--- src/rtl/mod3_seq_monitor.sv ---
// mod3_seq_monitor: receive-side lock/flywheel checker for the 2-bit mod-3 sequence 00 -> 01 -> 10 -> 00.
// Optional feature macro SEQ_MON_STICKY_EN adds clr_sticky / err_sticky (latched error indication).
module mod3_seq_monitor #(
    parameter int LOCK_N   = 3,
    parameter int UNLOCK_N = 2,
    parameter int CNT_W    = 8,
    parameter int ERR_W    = 8
) (
    input  logic             clk,
    input  logic             reset,
    input  logic             in_valid,
    input  logic             in_a,
    input  logic             in_b,
    output logic             locked,
    output logic             exp_a,
    output logic             exp_b,
    output logic             err_pulse,
    output logic             illegal_pulse,
    output logic [CNT_W-1:0] cycle_count,
    output logic [ERR_W-1:0] err_count
`ifdef SEQ_MON_STICKY_EN
    ,
    input  logic             clr_sticky,
    output logic             err_sticky
`endif
);

    localparam int MATCH_W = (LOCK_N > 1) ? $clog2(LOCK_N) : 1;
    localparam int MISS_W  = (UNLOCK_N > 1) ? $clog2(UNLOCK_N) : 1;
    localparam logic [MATCH_W-1:0] MATCH_LAST = MATCH_W'(LOCK_N - 1);
    localparam logic [MISS_W-1:0]  MISS_LAST  = MISS_W'(UNLOCK_N - 1);
    localparam logic [ERR_W-1:0]   ERR_MAX    = {ERR_W{1'b1}};

    typedef enum logic [1:0] {
        ST_HUNT    = 2'd0,
        ST_ACQUIRE = 2'd1,
        ST_LOCKED  = 2'd2
    } state_t;

    // Successor in the legal cycle; 11 never reaches a caller that uses the result.
    function automatic logic [1:0] nxt_code(input logic [1:0] c);
        logic [1:0] n;
        case (c)
            2'b00:   n = 2'b01;
            2'b01:   n = 2'b10;
            default: n = 2'b00;
        endcase
        return n;
    endfunction

    state_t             state_r, state_s;
    logic [1:0]         prev_r, prev_s;
    logic [1:0]         exp_r, exp_s;
    logic [MATCH_W-1:0] match_r, match_s;
    logic [MISS_W-1:0]  miss_r, miss_s;
    logic               locked_r;
    logic               err_pulse_r, err_pulse_s;
    logic               illegal_pulse_r, illegal_pulse_s;
    logic [CNT_W-1:0]   cycle_r, cycle_s;
    logic [ERR_W-1:0]   errc_r, errc_s;
    logic [1:0]         sample_s;

    assign sample_s = {in_a, in_b};

    // Next-state, flywheel and counter logic; everything holds when in_valid is low.
    always_comb begin
        state_s         = state_r;
        prev_s          = prev_r;
        exp_s           = exp_r;
        match_s         = match_r;
        miss_s          = miss_r;
        err_pulse_s     = 1'b0;
        illegal_pulse_s = 1'b0;
        cycle_s         = cycle_r;
        errc_s          = errc_r;
        if (in_valid) begin
            case (state_r)
                ST_HUNT: begin
                    if (sample_s == 2'b11) begin
                        illegal_pulse_s = 1'b1;
                    end else begin
                        prev_s  = sample_s;
                        match_s = '0;
                        exp_s   = nxt_code(sample_s);
                        state_s = ST_ACQUIRE;
                    end
                end
                ST_ACQUIRE: begin
                    if (sample_s == 2'b11) begin
                        illegal_pulse_s = 1'b1;
                        exp_s           = 2'b00;
                        state_s         = ST_HUNT;
                    end else if (sample_s == nxt_code(prev_r)) begin
                        prev_s = sample_s;
                        exp_s  = nxt_code(sample_s);
                        if (match_r == MATCH_LAST) begin
                            match_s = '0;
                            miss_s  = '0;
                            state_s = ST_LOCKED;
                        end else begin
                            match_s = match_r + MATCH_W'(1);
                        end
                    end else begin
                        // A broken run restarts from this sample; exp is left as it was.
                        prev_s  = sample_s;
                        match_s = '0;
                    end
                end
                ST_LOCKED: begin
                    exp_s = nxt_code(exp_r);
                    if (sample_s == exp_r) begin
                        miss_s = '0;
                        if (sample_s == 2'b00) begin
                            cycle_s = cycle_r + CNT_W'(1);
                        end else begin
                            cycle_s = cycle_r;
                        end
                    end else begin
                        err_pulse_s     = 1'b1;
                        illegal_pulse_s = (sample_s == 2'b11);
                        if (errc_r != ERR_MAX) begin
                            errc_s = errc_r + ERR_W'(1);
                        end else begin
                            errc_s = errc_r;
                        end
                        if (miss_r == MISS_LAST) begin
                            miss_s  = '0;
                            exp_s   = 2'b00;
                            state_s = ST_HUNT;
                        end else begin
                            miss_s = miss_r + MISS_W'(1);
                        end
                    end
                end
                default: begin
                    state_s = ST_HUNT;
                    exp_s   = 2'b00;
                    match_s = '0;
                    miss_s  = '0;
                end
            endcase
        end else begin
            state_s = state_r;
        end
    end

    // State, flywheel and counter registers.
    always_ff @(posedge clk) begin
        if (reset) begin
            state_r         <= ST_HUNT;
            prev_r          <= 2'b00;
            exp_r           <= 2'b00;
            match_r         <= '0;
            miss_r          <= '0;
            locked_r        <= 1'b0;
            err_pulse_r     <= 1'b0;
            illegal_pulse_r <= 1'b0;
            cycle_r         <= '0;
            errc_r          <= '0;
        end else begin
            state_r         <= state_s;
            prev_r          <= prev_s;
            exp_r           <= exp_s;
            match_r         <= match_s;
            miss_r          <= miss_s;
            locked_r        <= (state_s == ST_LOCKED);
            err_pulse_r     <= err_pulse_s;
            illegal_pulse_r <= illegal_pulse_s;
            cycle_r         <= cycle_s;
            errc_r          <= errc_s;
        end
    end

    assign locked        = locked_r;
    assign exp_a         = exp_r[1];
    assign exp_b         = exp_r[0];
    assign err_pulse     = err_pulse_r;
    assign illegal_pulse = illegal_pulse_r;
    assign cycle_count   = cycle_r;
    assign err_count     = errc_r;

`ifdef SEQ_MON_STICKY_EN
    logic sticky_r, sticky_s;

    // Sticky flag: a new error outranks a clear arriving on the same edge.
    always_comb begin
        sticky_s = sticky_r;
        if (err_pulse_s || illegal_pulse_s) begin
            sticky_s = 1'b1;
        end else if (clr_sticky) begin
            sticky_s = 1'b0;
        end else begin
            sticky_s = sticky_r;
        end
    end

    // Sticky flag register.
    always_ff @(posedge clk) begin
        if (reset) begin
            sticky_r <= 1'b0;
        end else begin
            sticky_r <= sticky_s;
        end
    end

    assign err_sticky = sticky_r;
`endif

endmodule

--- config.mk ---
export PLATFORM = sky130hd
export DESIGN_NAME = mod3_seq_monitor
export DESIGN_NICKNAME = d
export VERILOG_FILES = /design/src/rtl/mod3_seq_monitor.sv
export SDC_FILE = /design/constraint.sdc
export NUM_CORES = 1
export LEC_CHECK = 0
export BUFFER_PORTS_ARGS = -buffer_cell sky130_fd_sc_hd__buf_2
export CAP_MARGIN = 40
export CORE_MARGIN = 2
export CORE_UTILIZATION = 40
export DETAILED_ROUTE_END_ITERATION = 7
export SLEW_MARGIN = 20
export SYNTH_ARGS = -nofsm -noshare
export SYNTH_HDL_FRONTEND = slang
export SYNTH_SLANG_ARGS = --single-unit
--- constraint.sdc ---
create_clock -name clk -period 2.1 [get_ports clk]
set_input_delay 0 -clock clk [delete_from_list [all_inputs] [get_ports clk]]
set_output_delay 0 -clock clk [all_outputs]
set_load 0.02 [all_outputs]
### Word level (Yosys, flattened, before mapping)

Index checks and enable logic that the tools add are counted.

| cells by class | value |
|---|---|
| $add $sub $neg | 4 |
| equality and inequality tests | 16 |
| muxes and demuxes | 35 |
| bitwise gates (word level) | 5 |
| reductions and logical operators | 13 |

Operator list:

| operator | number |
|---|---|
| $mux 2 | 19 |
| $pmux 2 s3 | 3 |
| $add 8x1->8 const B | 2 |
| $pmux 2 s2 | 3 |
| $reduce_and 4->1 | 3 |
| $eq 2x1->1 const B | 4 |
| $eq 2x2->1 const B | 4 |
| $logic_not 2->1 | 4 |
| $mux 1 | 8 |
| $ne 2x2->1 const B | 4 |
| $ne 8x8->1 const B | 1 |
| $reduce_and 3->1 | 2 |
| $not 1->1 | 5 |
| $reduce_and 5->1 | 1 |
| $eq 2x2->1 | 2 |
| $reduce_or 2->1 | 2 |
| $ne 3x3->1 const B | 1 |
| $pmux 1 s3 | 1 |
| $reduce_or 3->1 | 1 |
| $add 2x1->2 const B | 1 |
| $pmux 1 s2 | 1 |
| $add 1x1->1 const B | 1 |

| storage, ports and cells | value |
|---|---|
| bits in registers | 28 |
| input port bits | 5 |
| output and inout bits | 21 |
| logic and storage cells | 83 |

### Longest topological paths before layout

| logic depth | value |
|---|---|
| word-level depth | 11 |
| depth in mapped cells | 5 |

### Worst setup path after synthesis

Ideal clock, no wire load.

| path | value |
|---|---|
| kind | flip-flop to flip-flop |
| start point | register exp_r[0] |
| end point | register errc_r[5] (netlist: err_count[5]) |
| setup time | 0.121 ns |
| arrival | 1.628 ns |
| data required time | 1.979 ns |
| slack | 0.351 ns |
| stages on the path, launching flop included | 5 |
| path through | dfxtp_1 -> xor2_1 -> o2111ai_2 -> nor4_1 -> mux2_2 |

| between the ends | value |
|---|---|
| longest elaborated chain between the ends | 3 |

Ends and longest elaborated chain:

| item | RTL line | source |
|---|---|---|
| start, declared | 53 | `logic [1:0] exp_r, exp_s;` |
| start signal, assigned | 163 | `exp_r <= exp_s;` |
| $eq 2x2->1 | 111 | `if (sample_s == exp_r) begin` |
| $not 1->1 (no source line) | - |  |
| $reduce_and 4->1 (no source line) | - |  |
| end signal, assigned | 170 | `errc_r <= errc_s;` |
| end, declared | 60 | `logic [ERR_W-1:0] errc_r, errc_s;` |

Every way passes these cells.
A chain may end at the register's enable or synchronous reset.

### Worst setup path after layout

| path | value |
|---|---|
| start point | register state_r[1] |
| end point | register cycle_r[4] (netlist: cycle_count[4]) |

| between the ends | value |
|---|---|
| longest elaborated chain between the ends | 2 |

Ends and longest elaborated chain:

| item | RTL line | source |
|---|---|---|
| start, declared | 51 | `state_t state_r, state_s;` |
| start signal, assigned | 161 | `state_r <= state_s;` |
| $eq 2x2->1 | 77 | `case (state_r)` |
| $reduce_and 4->1 (no source line) | - |  |
| end signal, assigned | 169 | `cycle_r <= cycle_s;` |
| end, declared | 59 | `logic [CNT_W-1:0] cycle_r, cycle_s;` |

Every way passes these cells.

==> run metrics <==
Syn Inst Count=about 170; R2R depth=4; post-route setup TNS=0 ns; simple-gate area share of the yosys netlist=between 20% and 30%; DP Wirelength=approximately 2100 µm; Placer Congestion=0.848; die height=approximately 63 µm; hold_ws=0.0164 ns; number of global-route vias before repair=1151; largest net degree at the start of global routing=32; clk_lat worst skew=roughly 0.33 ns; CP max FO=13; CP cell instances=nor4b_2, and3_1, nand3_1, mux2_2; core box area=roughly 3400 µm²; mux contribution to synthesized area=3.72%; Worst Setup End Kind=flip-flop; synth unique cells=45; drt pass-1 iters=4; clock sink count=28; Vias per Instance=about 5.5; setup violators final=0; clock-pin slew on the worst setup and hold paths=roughly 0.15 ns; Worst EP arrival=between 2 and 2.5 ns; Slew HR=a little under two thirds; Worst EP required=2.34 ns; Vias=between 1k and 1.5k; worst vdd ir=281 µV; Layout Nets=~200; Compound-Gate Fraction of Synth Area=between 20% and 30%; slew of the pin with the lowest slew margin=0.544 ns; Ant. Diodes=0; Layout Utilization=48.4%; max incr delay on CP=approximately 0.58 ns; f_max=about 0.54 GHz; WS Path Type=flip-flop to flip-flop; initial DRC count=97; DIE AREA=4030 µm²; slowest cell on the critical path=dfxtp_1; Syn Std Cell Area=1410 µm²; clock root buffer master=clkbuf_4; initial antenna violation count=0; post-synthesis sequential area ratio=slightly below 40%; htree depth=1; share of flip-flops with an asynchronous set or reset after synthesis=0%; Synth Area in XOR/XNOR=~4.3%; total of warnings raised by yosys=0; largest family of logic cells by synthesized area=simple AND/OR/NAND/NOR gates; PwrDens=approximately 550 nW/µm²; GRT overflow=0; share of post-route cells with drive strength above 1=around a fifth; Mapped Nets=around 170; Syn-to-layout area delta=15.2%; Post-synth top flop=dfxtp_1; final wirelength=roughly 3000 µm; RSZ-0062 raised after global routing=no; syn avg cell area=approximately 8.6 µm²; number of buffers added on ports=25; Clock Tree Buf Depth=2; clock period minus worst slack=between 1.5 and 2 ns; total power=between 0.8 and 0.9 mW; post-synthesis adder-cell area fraction=under 10%; worst hold-check path type=input pin to flip-flop; Num CTS Buffers=3; # IOs=26; EDFF count, synth=0; commonest cells after routing, fill and taps aside=dfxtp_1 (28), buf_2 (25), nor2_1 (17), a21oi_1 (17), nand2_1 (9); row count=21; Final Max Slew Viols=0; DRT antenna net count=0; maxcap violations=0; CP startpoint kind=flip-flop; Fin. Hold Viols=0; number of synthesized register bits=28; CTS tree=built; die width=between 60 and 70 µm; Static Leak=approximately 0.64 nW; commonest non-fill, non-tap cell in the layout=dfxtp_1; Residual DRC=0; final worst path period share=roughly nine tenths; all-layer global routing usage=between 10% and 20%; status=completed; Starting Density=approximately 42%; hold path depth=3; first-pass GRT wire length=~5200 µm; Final Skew=between 0.006 and 0.007 ns; average wire per standard cell=roughly 13 µm
-- final cells by class --
cell class	instances	area, µm²
fillers	371	1730
multi-input cells	125	802
flip-flops and latches	28	561
repair buffers	29	158
well taps	46	57.6
clock buffers	4	36.3
inverters	4	15.0
-- state kept, by name (all words and copies together) (netlist names), 2 cells and up --
signal,cells
cycle_count,8
err_count,8
exp_r,2
match_r,2
prev_r,2
state_r,2
-- critical path, delay by kind of cell, from the launching register on --
kind	cells	cell delay (ns)
AND/OR/NAND/NOR	3	0.90
multiplexers	1	0.29
flip-flops	1	0.58
-- stage by stage --
stage               cells  setup slack [ns]  area, µm²
floorplan             165             0.351       1410
global placement      231             0.322       1580
detailed placement    231             0.266       1580
CTS                   236             0.246       1630
global route          236            0.0752       1630
finish                236             0.235       1630
-- report_power, final --
group          internal (mW)  switching [mW]  leakage (nW)  total, mW
Clock                  0.106           0.161        0.0210      0.268
Combinational         0.0291          0.0498         0.388     0.0789
Sequential             0.539          0.0106         0.227      0.550
-- routing by layer --
| layer | track usage (%) | vias to the layer above | wire [µm] |
|---|---|---|---|
| met3 | 2.50 | 5 | 100 |
| met2 | 26.4 | 18 | 1420 |
| met1 | 20.5 | 605 | 1460 |
| met4 | 4.89 | 0 | 43 |
| li1 | - | 669 | - |
| met5 | 0 | - | 0 |
-- logic make-up (layout without fill, tap and decap cells) --
kind of cell             after synthesis  count (layout)
AO/OA/AOI/OAI                         43              43
XOR/XNOR                               7               7
adder cells (fa/ha/maj)                2               2
buffers and inverters                 12              37
flip-flops                            28              28
multiplexers                           5               5
AND/OR/NAND/NOR                       68              68
-- repair_timing --
action / 4_1_cts / 5_1_grt
hold buffers: 1 / 0
resized for setup: 0 / 0
setup buffers: 0 / 0
endpoints found under the hold margin: 1 / 0
-- Yosys cell counts (3+ instances only) --
master / instances / share of area [%]
dfxtp_1: 28 / 40
mux2i_1: 3 / 2.1
or3_1: 3 / 1.3
o31ai_1: 3 / 1.6
nand2_1: 9 / 2.4
nor3b_1: 3 / 1.6
o21ai_0: 6 / 2.1
nor2_1: 17 / 4.5
nand2b_1: 4 / 1.8
a21oi_1: 17 / 6.0
xor2_1: 6 / 3.7
inv_1: 4 / 1.1
nand3_1: 7 / 2.5
nor2b_1: 4 / 1.8
nand4_1: 4 / 1.8
or4_1: 4 / 2.1
clkbuf_1: 5 / 1.3
-- path summary, 6_finish.rpt --
check,start,endpoint,slack (ns)
setup / recovery,state_r[1],cycle_count[4],0.23
hold / removal,in_b,prev_r[0],0.02
setup reg to reg,state_r[1],cycle_count[4],0.23
hold reg to reg,match_r[1],match_r[1],0.50
No activity file was read; power rests on OpenSTA's default activity.
